===== config.mk =====
export PLATFORM = sky130hd
export DESIGN_NAME = reset_sequencer
export DESIGN_NICKNAME = d
export VERILOG_FILES = /design/src/rtl/reset_sequencer.sv
export SDC_FILE = /design/constraint.sdc
export NUM_CORES = 1
export LEC_CHECK = 0
export CAP_MARGIN = 25
export CORE_ASPECT_RATIO = 0.8
export CORE_MARGIN = 4
export CORE_UTILIZATION = 44
export CTS_CLUSTER_DIAMETER = 120
export DETAILED_ROUTE_END_ITERATION = 8
export PLACE_DENSITY = 0.71
export SYNTH_ARGS = -nofsm -noshare
export SYNTH_HDL_FRONTEND = slang
export SYNTH_SLANG_ARGS = --single-unit

===== constraint.sdc =====
create_clock -name clk -period 2.2 [get_ports clk]
set_clock_uncertainty 0.1 [all_clocks]
set_input_delay 0.33 -clock clk [delete_from_list [all_inputs] [get_ports clk]]
set_output_delay 0.33 -clock clk [all_outputs]
set_load 0.01 [all_outputs]

===== src/rtl/reset_sequencer.sv =====
// reset_sequencer: ordered release of N_DOM reset domains after PLL lock.
// Handles lock loss, software restart and per-domain ack timeout.
module reset_sequencer #(
   parameter int N_DOM       = 3,
   parameter int HOLD_CYC    = 4,
   parameter int LOCK_CYC    = 8,
   parameter int GAP_CYC     = 2,
   parameter int TIMEOUT_CYC = 16
) (
   input  logic             clk,
   input  logic             rst_n,
   input  logic             pll_locked,
   input  logic             sw_rst_req,
   input  logic [N_DOM-1:0] dom_ack,
   output logic [N_DOM-1:0] dom_rst_n,
   output logic             seq_done,
   output logic             fault,
   output logic [2:0]       state
);

   typedef enum logic [2:0] {
      S_HOLD      = 3'd0,
      S_WAIT_LOCK = 3'd1,
      S_RELEASE   = 3'd2,
      S_GAP       = 3'd3,
      S_RUN       = 3'd4,
      S_FAULT     = 3'd5
   } state_t;

   localparam int MAX_HL = (HOLD_CYC > LOCK_CYC) ? HOLD_CYC : LOCK_CYC;
   localparam int MAX_GT = (GAP_CYC > TIMEOUT_CYC) ? GAP_CYC : TIMEOUT_CYC;
   localparam int MAX_C  = (MAX_HL > MAX_GT) ? MAX_HL : MAX_GT;
   localparam int CNT_W  = $clog2(MAX_C + 1);
   localparam int IDX_W  = (N_DOM > 1) ? $clog2(N_DOM) : 1;

   localparam logic [CNT_W-1:0] HOLD_LAST = CNT_W'(HOLD_CYC - 1);
   localparam logic [CNT_W-1:0] LOCK_LAST = CNT_W'(LOCK_CYC - 1);
   localparam logic [CNT_W-1:0] GAP_LAST  = CNT_W'(GAP_CYC - 1);
   localparam logic [CNT_W-1:0] TMO_LAST  = CNT_W'(TIMEOUT_CYC - 1);
   localparam logic [IDX_W-1:0] IDX_LAST  = IDX_W'(N_DOM - 1);

   logic             lock_m;
   logic             lock_s;
   logic [N_DOM-1:0] ack_m;
   logic [N_DOM-1:0] ack_s;

   state_t           st;
   logic [CNT_W-1:0] cnt;
   logic [CNT_W-1:0] cnt_inc;
   logic [IDX_W-1:0] idx;
   logic [IDX_W-1:0] idx_nx;
   logic             lock_lost;

   always_ff @(posedge clk) begin
      if (!rst_n) begin
         lock_m <= 1'b0;
         lock_s <= 1'b0;
         ack_m  <= '0;
         ack_s  <= '0;
      end else begin
         lock_m <= pll_locked;
         lock_s <= lock_m;
         ack_m  <= dom_ack;
         ack_s  <= ack_m;
      end
   end

   // one shared counter; each state restarts it on entry
   assign cnt_inc = (&cnt) ? cnt : cnt + 1'b1;
   assign idx_nx  = idx + 1'b1;

   assign lock_lost = !lock_s &&
                      (st == S_RELEASE || st == S_GAP || st == S_RUN);

   always_ff @(posedge clk) begin
      if (!rst_n) begin
         st        <= S_HOLD;
         cnt       <= '0;
         idx       <= '0;
         dom_rst_n <= '0;
         seq_done  <= 1'b0;
         fault     <= 1'b0;
      end else if (sw_rst_req && st != S_HOLD) begin
         st        <= S_HOLD;
         cnt       <= '0;
         idx       <= '0;
         dom_rst_n <= '0;
         seq_done  <= 1'b0;
         fault     <= 1'b0;
      end else if (lock_lost) begin
         st        <= S_WAIT_LOCK;
         cnt       <= '0;
         idx       <= '0;
         dom_rst_n <= '0;
         seq_done  <= 1'b0;
      end else begin
         unique case (st)
            S_HOLD: begin
               dom_rst_n <= '0;
               seq_done  <= 1'b0;
               fault     <= 1'b0;
               if (cnt == HOLD_LAST) begin
                  st  <= S_WAIT_LOCK;
                  cnt <= '0;
               end else begin
                  cnt <= cnt_inc;
               end
            end
            S_WAIT_LOCK: begin
               if (!lock_s) begin
                  cnt <= '0;
               end else if (cnt == LOCK_LAST) begin
                  st           <= S_RELEASE;
                  cnt          <= '0;
                  idx          <= '0;
                  dom_rst_n[0] <= 1'b1;
               end else begin
                  cnt <= cnt_inc;
               end
            end
            S_RELEASE: begin
               // timeout outranks an ack landing on the last allowed cycle
               if (cnt == TMO_LAST) begin
                  st        <= S_FAULT;
                  cnt       <= '0;
                  dom_rst_n <= '0;
                  seq_done  <= 1'b0;
                  fault     <= 1'b1;
               end else if (ack_s[idx]) begin
                  cnt <= '0;
                  if (idx == IDX_LAST) begin
                     st       <= S_RUN;
                     seq_done <= 1'b1;
                  end else begin
                     st <= S_GAP;
                  end
               end else begin
                  cnt <= cnt_inc;
               end
            end
            S_GAP: begin
               if (cnt == GAP_LAST) begin
                  st                <= S_RELEASE;
                  cnt               <= '0;
                  idx               <= idx_nx;
                  dom_rst_n[idx_nx] <= 1'b1;
               end else begin
                  cnt <= cnt_inc;
               end
            end
            S_RUN: begin
               seq_done <= 1'b1;
            end
            S_FAULT: begin
               dom_rst_n <= '0;
               seq_done  <= 1'b0;
               fault     <= 1'b1;
            end
            default: begin
               st        <= S_HOLD;
               cnt       <= '0;
               idx       <= '0;
               dom_rst_n <= '0;
               seq_done  <= 1'b0;
               fault     <= 1'b0;
            end
         endcase
      end
   end

   assign state = st;

endmodule


# Yosys cells after proc, flatten, opt, wreduce, memory -nomap -nowiden
# Cells that the tools add are included.
[totals] mem_bits_ro=0 out_inout_bits=8 mem_count=0 ramBits=0 word_cells=109 latch_bits=0 regBits=23
[classes] reduce_logical=23 mul=0 n_bitwise=9 n_eq_ne=23 n_addsub=2 div_mod_pow=0 magnitude_cmp=3 n_shift=0 muxes=37
[ops] op="5-bit 2-to-1 mux" n=7
[ops] op="3-bit 2-to-1 mux" n=9
[ops] op="5-bit one-hot mux with 5 select lines" n=1
[ops] op="3-bit one-hot mux with 5 select lines" n=1
[ops] op="2-bit one-hot mux with 3 select lines" n=2
[ops] op="6-bit AND reduction" n=2
[ops] op="5-bit AND reduction" n=2
[ops] op="1-bit 2-to-1 mux" n=9
[ops] op="3-bit != test, second input constant" n=3
[ops] op="3-bit AND reduction" n=3
[ops] op="1-bit NOT" n=8
[ops] op="2-bit OR reduction" n=4
[ops] op="3-bit by 2-bit equality test with 1-bit output, second input constant" n=2
[ops] op="3-bit equality test, second input constant" n=2
[ops] op="2-bit by 3-bit < comparator with 1-bit output, second input constant" n=2
[ops] op="2-bit 2-to-1 mux" n=3
[ops] op="2-bit by 1-bit != test with 1-bit output, second input constant" n=3
[ops] op="2-bit != test, second input constant" n=3
[ops] op="3-bit by 1-bit != test with 1-bit output, second input constant" n=2
[ops] op="1-bit one-hot mux with 3 select lines" n=2
[ops] op="3-bit OR reduction" n=2
[ops] op="5-bit by 1-bit adder with 5-bit output, second input constant" n=1
[ops] op="5-bit by 1-bit equality test with 1-bit output, second input constant" n=1
[ops] op="5-bit by 2-bit equality test with 1-bit output, second input constant" n=1
[ops] op="19 further kinds" n=22

# Depth between registers and ports, before layout
# Gate-level depths: netlist of the first run.
[logic_depth] depth_word=8 ltp_mapped=7 mapped_depth_nobuf=7

# Least setup slack after synthesis of the first run
# No wires, ideal clock.
[synth_path] path_type="flip-flop to flip-flop" from="register cnt[0]" to="register idx[1]" setup_slack_ps=144 period_less_slack_ps=2056 stages_incl_launch_ff=7 t_required_ps=2035 arrival_time_ps=1891 path_cell_list="dfxtp_1 -> ha_1 -> or3b_4 -> or2_4 -> o22ai_2 -> mux2_2 -> nor2_1"
[synth_between] elab_chain_cells=3 elab_cells_between_ends=5 cone_classes="eq/ne (4); reduce/logical (1)"
[synth_lines] element="from (decl)" line="48" text="logic [CNT_W-1:0] cnt;"
[synth_lines] element="from (signal assigned)" line="106" text="cnt <= cnt_inc;"
[synth_lines] element="from (signal assigned)" line="118" text="cnt <= cnt_inc;"
[synth_lines] element="from (signal assigned)" line="138" text="cnt <= cnt_inc;"
[synth_lines] element="5-bit by 3-bit equality test with 1-bit output or 5-bit by 1-bit equality test with 1-bit output (tied branches)" line="112, 142"
[synth_lines] element="2-bit != test (no line) or 2-bit by 1-bit != test with 1-bit output (tied branches)"
[synth_lines] element="4-bit AND reduction (no line) (*)"
[synth_lines] element="to (signal assigned)" line="145" text="idx <= idx_nx;"
[synth_lines] element="to (decl)" line="50" text="logic [IDX_W-1:0] idx;"
# Every way passes the cells marked *; elsewhere a longest branch is shown, timed or not.
# A chain may end at the register's enable or synchronous reset.

# Worst setup path after layout of the first run
[layout_path] from="register cnt[1]" to="register idx[1]"
# The elaborated chain is that of the path after synthesis.

==> results of run 1 <==
-- layer usage --
layer / vias to the layer above / track usage [%] / routed length, µm
met5: - / 0 / 0
met4: 0 / 5.63 / 17
met3: 2 / 4.44 / 194
met2: 43 / 26.8 / 1490
met1: 601 / 22.5 / 1510
li1: 637 / - / -
-- final cells by class --
class / count / share of cell area [%]
flip-flops and latches: 23 / 28.0
clock buffers: 3 / 2.50
repair buffers: 21 / 11.7
well taps: 40 / 3.03
multi-input cells: 128 / 52.9
clock inverters: 1 / 0.303
inverters: 7 / 1.59
-- sequential cells by signal, summed over array words and instances, names as in the netlist, 2 cells and up --
signal,flops
dom_rst_n,3
state,3
idx,2
ack_s,3
ack_m,3
cnt,5
-- worst min-delay path by stage --
stage / endpoint / cells after the start / slack, ps
6_report: ack_s[0] / 1 / 340
5_1_grt: lock_s / 1 / 360
4_1_cts: ack_s[0] / 1 / 340
3_5_place_dp: ack_s[0] / 1 / 320
3_3_place_gp: ack_s[2] / 1 / 310
2_1_floorplan: ack_s[0] / 1 / 310
-- cell families after synthesis --
family	after synthesis
buf+inv	17
mux	4
fa+ha+maj	6
simple gates	64
flops	23
compound gates	51
xor+xnor	3
-- per-stage QoR --
stage / setup WS (ps) / util, % / cells / hold slack (ps) / cell area (µm²)
global route: 38.6 / 53.4 / 223 / 361 / 1650
CTS: 80.5 / 53.4 / 223 / 341 / 1650
global placement: 197 / 51.9 / 219 / 315 / 1600
finish: 149 / 53.4 / 223 / 340 / 1650
detailed placement: 123 / 51.9 / 219 / 321 / 1600
floorplan: 144 / - / 168 / 312 / 1410
-- report_power, final --
part / internal [µW] / total (µW) / leakage, µW / switching, µW
combinational: 196 / 409 / 0.000433 / 212
sequential: 458 / 508 / 0.000188 / 50.1
clock: 126 / 263 / 0.0000255 / 137
-- cell usage in the layout, fill, tap and decap left out, drive strengths merged, types with 2 or more instances in the layout --
cell / n
nand2b: 2
buf: 7
nand3: 5
clkbuf: 3
a211oi: 2
a31oi: 4
o211ai: 2
inv: 6
a311oi: 2
o2111ai: 2
nand2: 11
nor2: 20
nand3b: 2
or4b: 2
xor2: 2
dfxtp: 23
o22ai: 2
nor2b: 2
a21o: 2
a21oi: 14
clkinv: 2
a22oi: 2
nor3: 3
a22o: 2
and2: 8
mux2i: 3
ha: 6
clkdlybuf4s50: 14
nor3b: 2
o21ai: 10
==> out/results.md, run 1 <==
| Metric | Value | Unit |
|:---|:---|:---|
| Number of gates resized after cts | 0 | - |
| Routability congestion estimate from global placement | 0.893 | - |
| Number of nets still failing antenna checks after routing | 0 | - |
| Total number of vias | 1283 | - |
| Start point of the critical path | cnt[1] | - |
| CORE AREA | 0.00309 | mm² |
| Max-slew headroom at the worst pin | 67.9 | % |
| Adder and majority gate portion of the synthesized area | 5.33 | % |
| Min Clock Period, post-route | 2050 | ps |
| Final Net Count | 197 | - |
| Drt first pass iters | 4 | - |
| Kind of capture point of the worst setup path | flop | - |
| Number of storage elements in the synthesis netlist | 23 | - |
| Main combinational cell family by area after synthesis | compound AO/OA/AOI/OAI gates | - |
| Reported leakage power | 0.000647 | µW |
| Unique cell type count in the Yosys netlist | 53 | - |
| Number of hold-slack violations in the final timing report | 0 | - |
| Total setup buffers inserted after CTS | 0 | - |
| Pwr dens | 716 | mW/mm² |
| Worst slew pin tran | 475 | ps |
| Wire length of the first global-routing pass | 5.75 | mm |
| Ys async rst share | 0 | % |
| HP Start | ack_m[0] | - |
| # clock sinks | 23 | - |
| Crit path cell chain | ha_1 -> or3b_4 -> or2_4 -> o22ai_2 -> mux2_2 -> nor2_1 | - |
| Compound-cell area share of the yosys netlist | 26.0 | % |
| Buf+Inv Stages, Crit Path | 0 | - |
| Multiplexer share of the synthesized area | 2.93 | % |
| Most numerous cell in the Yosys netlist | dfxtp_1 | - |
| TritonCTS buffer count | 3 | - |
| Worst reg2reg endpoint | idx[1] | - |
| H-tree depth | 1 | - |
| Category of cells accounting for the largest share of critical-path delay | simple AND/OR/NAND/NOR gates | - |
| Synthesized area | 0.00141 | mm² |
| Critical-path top delay cell | dfxtp_1 | - |
| Clock root cell | clkbuf_8 | - |
| Max capacitance violation total | 0 | - |
| Total grt overflow | 0 | - |
| Result of the run | finished, final reports clean | - |
| Post-synthesis average cell area | 8.39 | µm² |
| Mapped Nets | 181 | - |
| Final Power | 1180 | µW |
| Via count of the first global-routing pass | 1245 | - |
| Die area | 0.00418 | mm² |
| Skew-Pair Late Insertion Delay | 260 | ps |
| Area added between synthesis and finish | 17.1 | % |
| Setup repair after global routing missed its margin | no | - |
| Synthesized netlist cell count | 168 | - |
| Area used by multi-input combinational logic | 872 | µm² |
| Top achievable clock speed | 487 | MHz |
| Fraction of synthesized cell area taken by the top area cell type | 32.7 | % |
| Drt first-iter violations | 95 | - |
| CTS tree | built | - |
| Total wirelength of the detailed-routed design | 3.21 | mm |
| Proportion of synthesized chip area in sequential cells | 32.7 | % |
| DRC | 0 | - |
| Ratio of cells with drive above 1 in the final layout | 13.7 | % |
| Number of buffers on the longest clock path | 2 | - |
| Total global-route track usage | 16.9 | % |
| Reg area | 462 | µm² |
| HPWL reported at the end of detailed placement | 2.32 | mm |
| Setup-violating endpoint count in the final report | 0 | - |
| Number of buffers inserted by hold repair at cts | 0 | - |
| Capturing instance or port of the critical path | idx[1] | - |
| Start-to-end type of the worst setup path | reg2reg | - |
| Final count of pins violating max slew | 0 | - |
| DR vias/cell | 5.75 | - |
| Number of placement rows | 18 | - |
| Buffers added on ports | 14 | - |
| Library cell with the largest summed area after synthesis | dfxtp_1 | - |
| Data required time of the worst path | 2300 | ps |
| Number of flops mapped to enable cells by yosys | 0 | - |
| Maximum resistive drop on vdd | 0.366 | mV |
| Ratio of final minimum period to clock period | 93.2 | % |
| Beginning of the worst register-to-register path | cnt[1] | - |
| Vertical extent of the die | 58.6 | µm |
| Die Width | 71.3 | µm |
| Number of cells traversed by the worst register-to-register path | 6 | - |
| Wire per inst | 14.4 | µm |
| Warnings, synthesis | 0 | - |
| Simple logic cell fraction of the synthesized area | 25.8 | % |
| Arrival time at the worst endpoint | 2150 | ps |
| Critical path startpoint category | flop | - |
| Top FF cell, synth | dfxtp_1 | - |
| TNS Setup | 0 | ps |
| Worst hold path type | reg2reg | - |
| Filler cell count | 274 | - |
| Max stage delay on crit path | 410 | ps |
| Effective utilization at floorplan | 45.7 | % |
| Cell types with the largest area share after synthesis | dfxtp_1, ha_1, nor2_1 | - |
| Synthesized-area fraction occupied by xor and xnor cells | 1.87 | % |
| Number of top-level design ports | 15 | - |
| Largest net degree at the start of global routing | 23 | - |
| Reg2Reg Setup Slack | 150 | ps |
| Number of antenna violations at the first check in global routing | 0 | - |
| Clk pin slew, worst setup/hold paths | 80 | ps |
| Antenna diode count | 0 | - |
| Commonest cells in the synthesized netlist | dfxtp_1, nor2_1, a21oi_1, nand2_1, o21ai_0 | - |
| Critical Path Stages | 6 | - |
| Largest fanout on the critical path | 5 | - |
Note: power is estimated with default switching activity, not from simulation.
==> inputs of run 2 (changes only) <==
--- a/config.mk
+++ b/config.mk
@@ -9,9 +9,9 @@
 export CORE_ASPECT_RATIO = 0.8
 export CORE_MARGIN = 4
 export CORE_UTILIZATION = 44
-export CTS_CLUSTER_DIAMETER = 120
+export CTS_CLUSTER_DIAMETER = 200
 export DETAILED_ROUTE_END_ITERATION = 8
-export PLACE_DENSITY = 0.71
+export PLACE_DENSITY = 0.69
 export SYNTH_ARGS = -nofsm -noshare
 export SYNTH_HDL_FRONTEND = slang
 export SYNTH_SLANG_ARGS = --single-unit
==> constraint.sdc (replaced) <==
create_clock -name clk -period 2.38 [get_ports clk]
set_clock_uncertainty 0.1 [all_clocks]
set_input_delay 0.357 -clock clk [delete_from_list [all_inputs] [get_ports clk]]
set_output_delay 0.357 -clock clk [all_outputs]
set_load 0.01 [all_outputs]
==> run 2 against run 1 <==
  * Wire length shrank 2.1%
  * Total power shrank 7.7%
  * Fmax shrank 5.6%
==> out/results.md, run 2 (synthesized netlist as in run 1, its figures left out) <==
| Metric | Value | Unit | Change |
|:---|:---|:---|:---|
| Register with the highest flop count | cnt | - |  |
| Number of buffers on the longest clock path | 2 | - | unchanged |
| Total wirelength of the detailed-routed design | 3.14 | mm | -2.1% |
| Number of hold-slack violations in the final timing report | 0 | - | unchanged |
| CORE AREA | 0.00309 | mm² | unchanged |
| Number of flip-flops in the largest register | 5 | - | unchanged |
| Arrival time at the worst endpoint | 2280 | ps | +130 ps |
| HP Start | ack_m[0] | - |  |
| Largest fanout on the critical path | 7 | - | +2 |
| Total number of vias | 1283 | - | unchanged |
| Final Net Count | 194 | - | -1.5% |
| Drt first pass iters | 4 | - | unchanged |
| Area used by multi-input combinational logic | 872 | µm² | unchanged |
| Final non-filler cell area | 0.00163 | mm² | -1.4% |
| Commonest non-fill, non-tap cell in the layout | dfxtp_1 | - |  |
| Core occupancy in the finished layout | 52.7 | % | -0.77 points |
| Final count of pins violating max slew | 0 | - | unchanged |
| Die Width | 71.3 | µm | unchanged |
| Number of cells traversed by the worst register-to-register path | 6 | - | unchanged |
| Final Power | 1090 | µW | -7.7% |
| Max-slew headroom at the worst pin | 61.8 | % | -6.0 points |
| DR vias/cell | 5.83 | - | +1.4% |
| Start-to-end type of the worst setup path | reg2reg | - |  |
| Buffers added on ports | 14 | - | unchanged |
| Die area | 0.00418 | mm² | unchanged |
| Total length of routed met2 wires | 1.38 | mm | -7.2% |
| Maximum resistive drop on vdd | 0.330 | mV | -9.8% |
| Largest net degree at the start of global routing | 17 | - | -26% |
| Reg2Reg Setup Slack | 210 | ps | +60 ps |
| Reported leakage power | 0.000631 | µW | -2.4% |
| Filler cell count | 273 | - | -0.36% |
| Clock root cell | clkbuf_8 | - |  |
| Commonest cells after routing, fill and taps aside | dfxtp_1, nor2_1, a21oi_1, clkdlybuf4s50_1, nand2_1 | - |  |
| DRC | 0 | - | unchanged |
| Top sig layer | met4 | - |  |
| TritonCTS buffer count | 3 | - | unchanged |
| Number of gates resized after cts | 0 | - | unchanged |
| Met1 wire length | 1.48 | mm | -1.6% |
| Critical path startpoint category | flop | - |  |
| Kind of capture point of the worst setup path | flop | - |  |
| Worst-case hold path end point | ack_s[0] | - |  |
| Number of placement rows | 18 | - | unchanged |
| Pre-CTS WS | 258 | ps | +134 ps |
| Total global-route track usage | 16.3 | % | -0.61 points |
| Antenna diode count | 0 | - | unchanged |
| Cell count of the worst hold path | 1 | - | unchanged |
| Routability congestion estimate from global placement | 0.870 | - | -2.6% |
| Top achievable clock speed | 460 | MHz | -5.6% |
| Wire per inst | 14.3 | µm | -0.72% |
| Worst slew pin tran | 572 | ps | +96.1 ps |
| H-tree depth | 1 | - | unchanged |
| Total setup buffers inserted after CTS | 0 | - | unchanged |
| Number of nets still failing antenna checks after routing | 0 | - | unchanged |
| Beginning of the worst register-to-register path | cnt[1] | - |  |
| Number of buffers inserted by hold repair at cts | 0 | - | unchanged |
| Setup-violating endpoint count in the final report | 0 | - | unchanged |
| Result of the run | finished, final reports clean | - |  |
| CTS tree | built | - |  |
| Clk pin slew, worst setup/hold paths | 80 | ps | about the same |
| Wire length of the first global-routing pass | 5.48 | mm | -4.7% |
| Total grt overflow | 0 | - | unchanged |
| # clock sinks | 23 | - | unchanged |
| Ratio of final minimum period to clock period | 91.3 | % | -1.9 points |
| Area added between synthesis and finish | 15.4 | % |  |
| Via count of the first global-routing pass | 1192 | - | -4.3% |
| Number of top-level design ports | 15 | - | unchanged |
| Worst hold path type | reg2reg | - |  |
| Final setup margin | 206 | ps | +57.7 ps |
| Worst reg2reg endpoint | idx[1] | - |  |
| Min Clock Period, post-route | 2170 | ps | +122 ps |
| Met3 WL post-DR | 242 | µm | +25% |
| Effective utilization at floorplan | 45.7 | % | unchanged |
| Ratio of cells with drive above 1 in the final layout | 11.7 | % | -2.0 points |
| Number of antenna violations at the first check in global routing | 0 | - | unchanged |
| HPWL reported at the end of detailed placement | 2.28 | mm | -1.9% |
| Max capacitance violation total | 0 | - | unchanged |
| Pwr dens | 670 | mW/mm² | -6.4% |
| Setup repair after global routing missed its margin | no | - |  |
| TNS Setup | 0 | ps | unchanged |
| Vertical extent of the die | 58.6 | µm | unchanged |
| Placement Cell Area | 0.00158 | mm² | -1.4% |
| Drt first-iter violations | 144 | - | +52% |
| Reg area | 460 | µm² | -0.27% |
| Skew-Pair Late Insertion Delay | 270 | ps | about the same |
| Data required time of the worst path | 2490 | ps | +190 ps |
[run 2: cell count changes in the layout (fill, tap and decap cells not counted)]
cell     before  now
dfxtp_2       1    0
dfxtp_1      22   23
buf_4         7    4
[run 2: cell type report]
cell class | count | area share (%)
inverters | 7 | 1.62
well taps | 40 | 3.08
clock inverters | 1 | 0.308
flip-flops and latches | 23 | 28.3
repair buffers | 18 | 10.5
multi-input cells | 128 | 53.7
clock buffers | 3 | 2.54
[run 2: worst max-delay path by stage]
stage / startpoint / to / slack (ps) / cells past startpoint
after floorplan: cnt[0] / idx[1] / 320 / 6
after global placement: cnt[1] / idx[1] / 330 / 6
after detailed placement: cnt[1] / idx[1] / 260 / 6
after CTS: cnt[1] / idx[1] / 220 / 6
after global routing: cnt[1] / idx[1] / 90 / 6
final: cnt[1] / idx[1] / 210 / 6
[run 2: power breakdown]
| group | total [µW] | leakage [µW] | switching [µW] | internal (µW) |
|---|---|---|---|---|
| Sequential | 471 | 0.000188 | 49.9 | 421 |
| Combinational | 371 | 0.000418 | 191 | 181 |
| Clock | 246 | 0.0000255 | 129 | 117 |
| Total | 1090 | 0.000631 | 370 | 719 |
[run 2: stage by stage]
stage          hold WS (ps)  instances
2_1_floorplan           312        168
3_3_place_gp            317        216
3_5_place_dp            321        216
4_1_cts                 341        220
5_1_grt                 363        220
6_report                338        220
[run 2: per-layer routing]
layer | GRT usage (%) | vias to the layer above
met5 | 0 | -
li1 | - | 630
met4 | 5.63 | 0
met2 | 24.7 | 62
met3 | 5.12 | 7
met1 | 22.0 | 584
[run 2: critical path, stage by stage (launching register included)]
cell	delay (ps)
dfxtp_1	400
ha_1	310
or3b_4	430
or2_4	280
o22ai_2	160
mux2_2	350
nor2_1	80
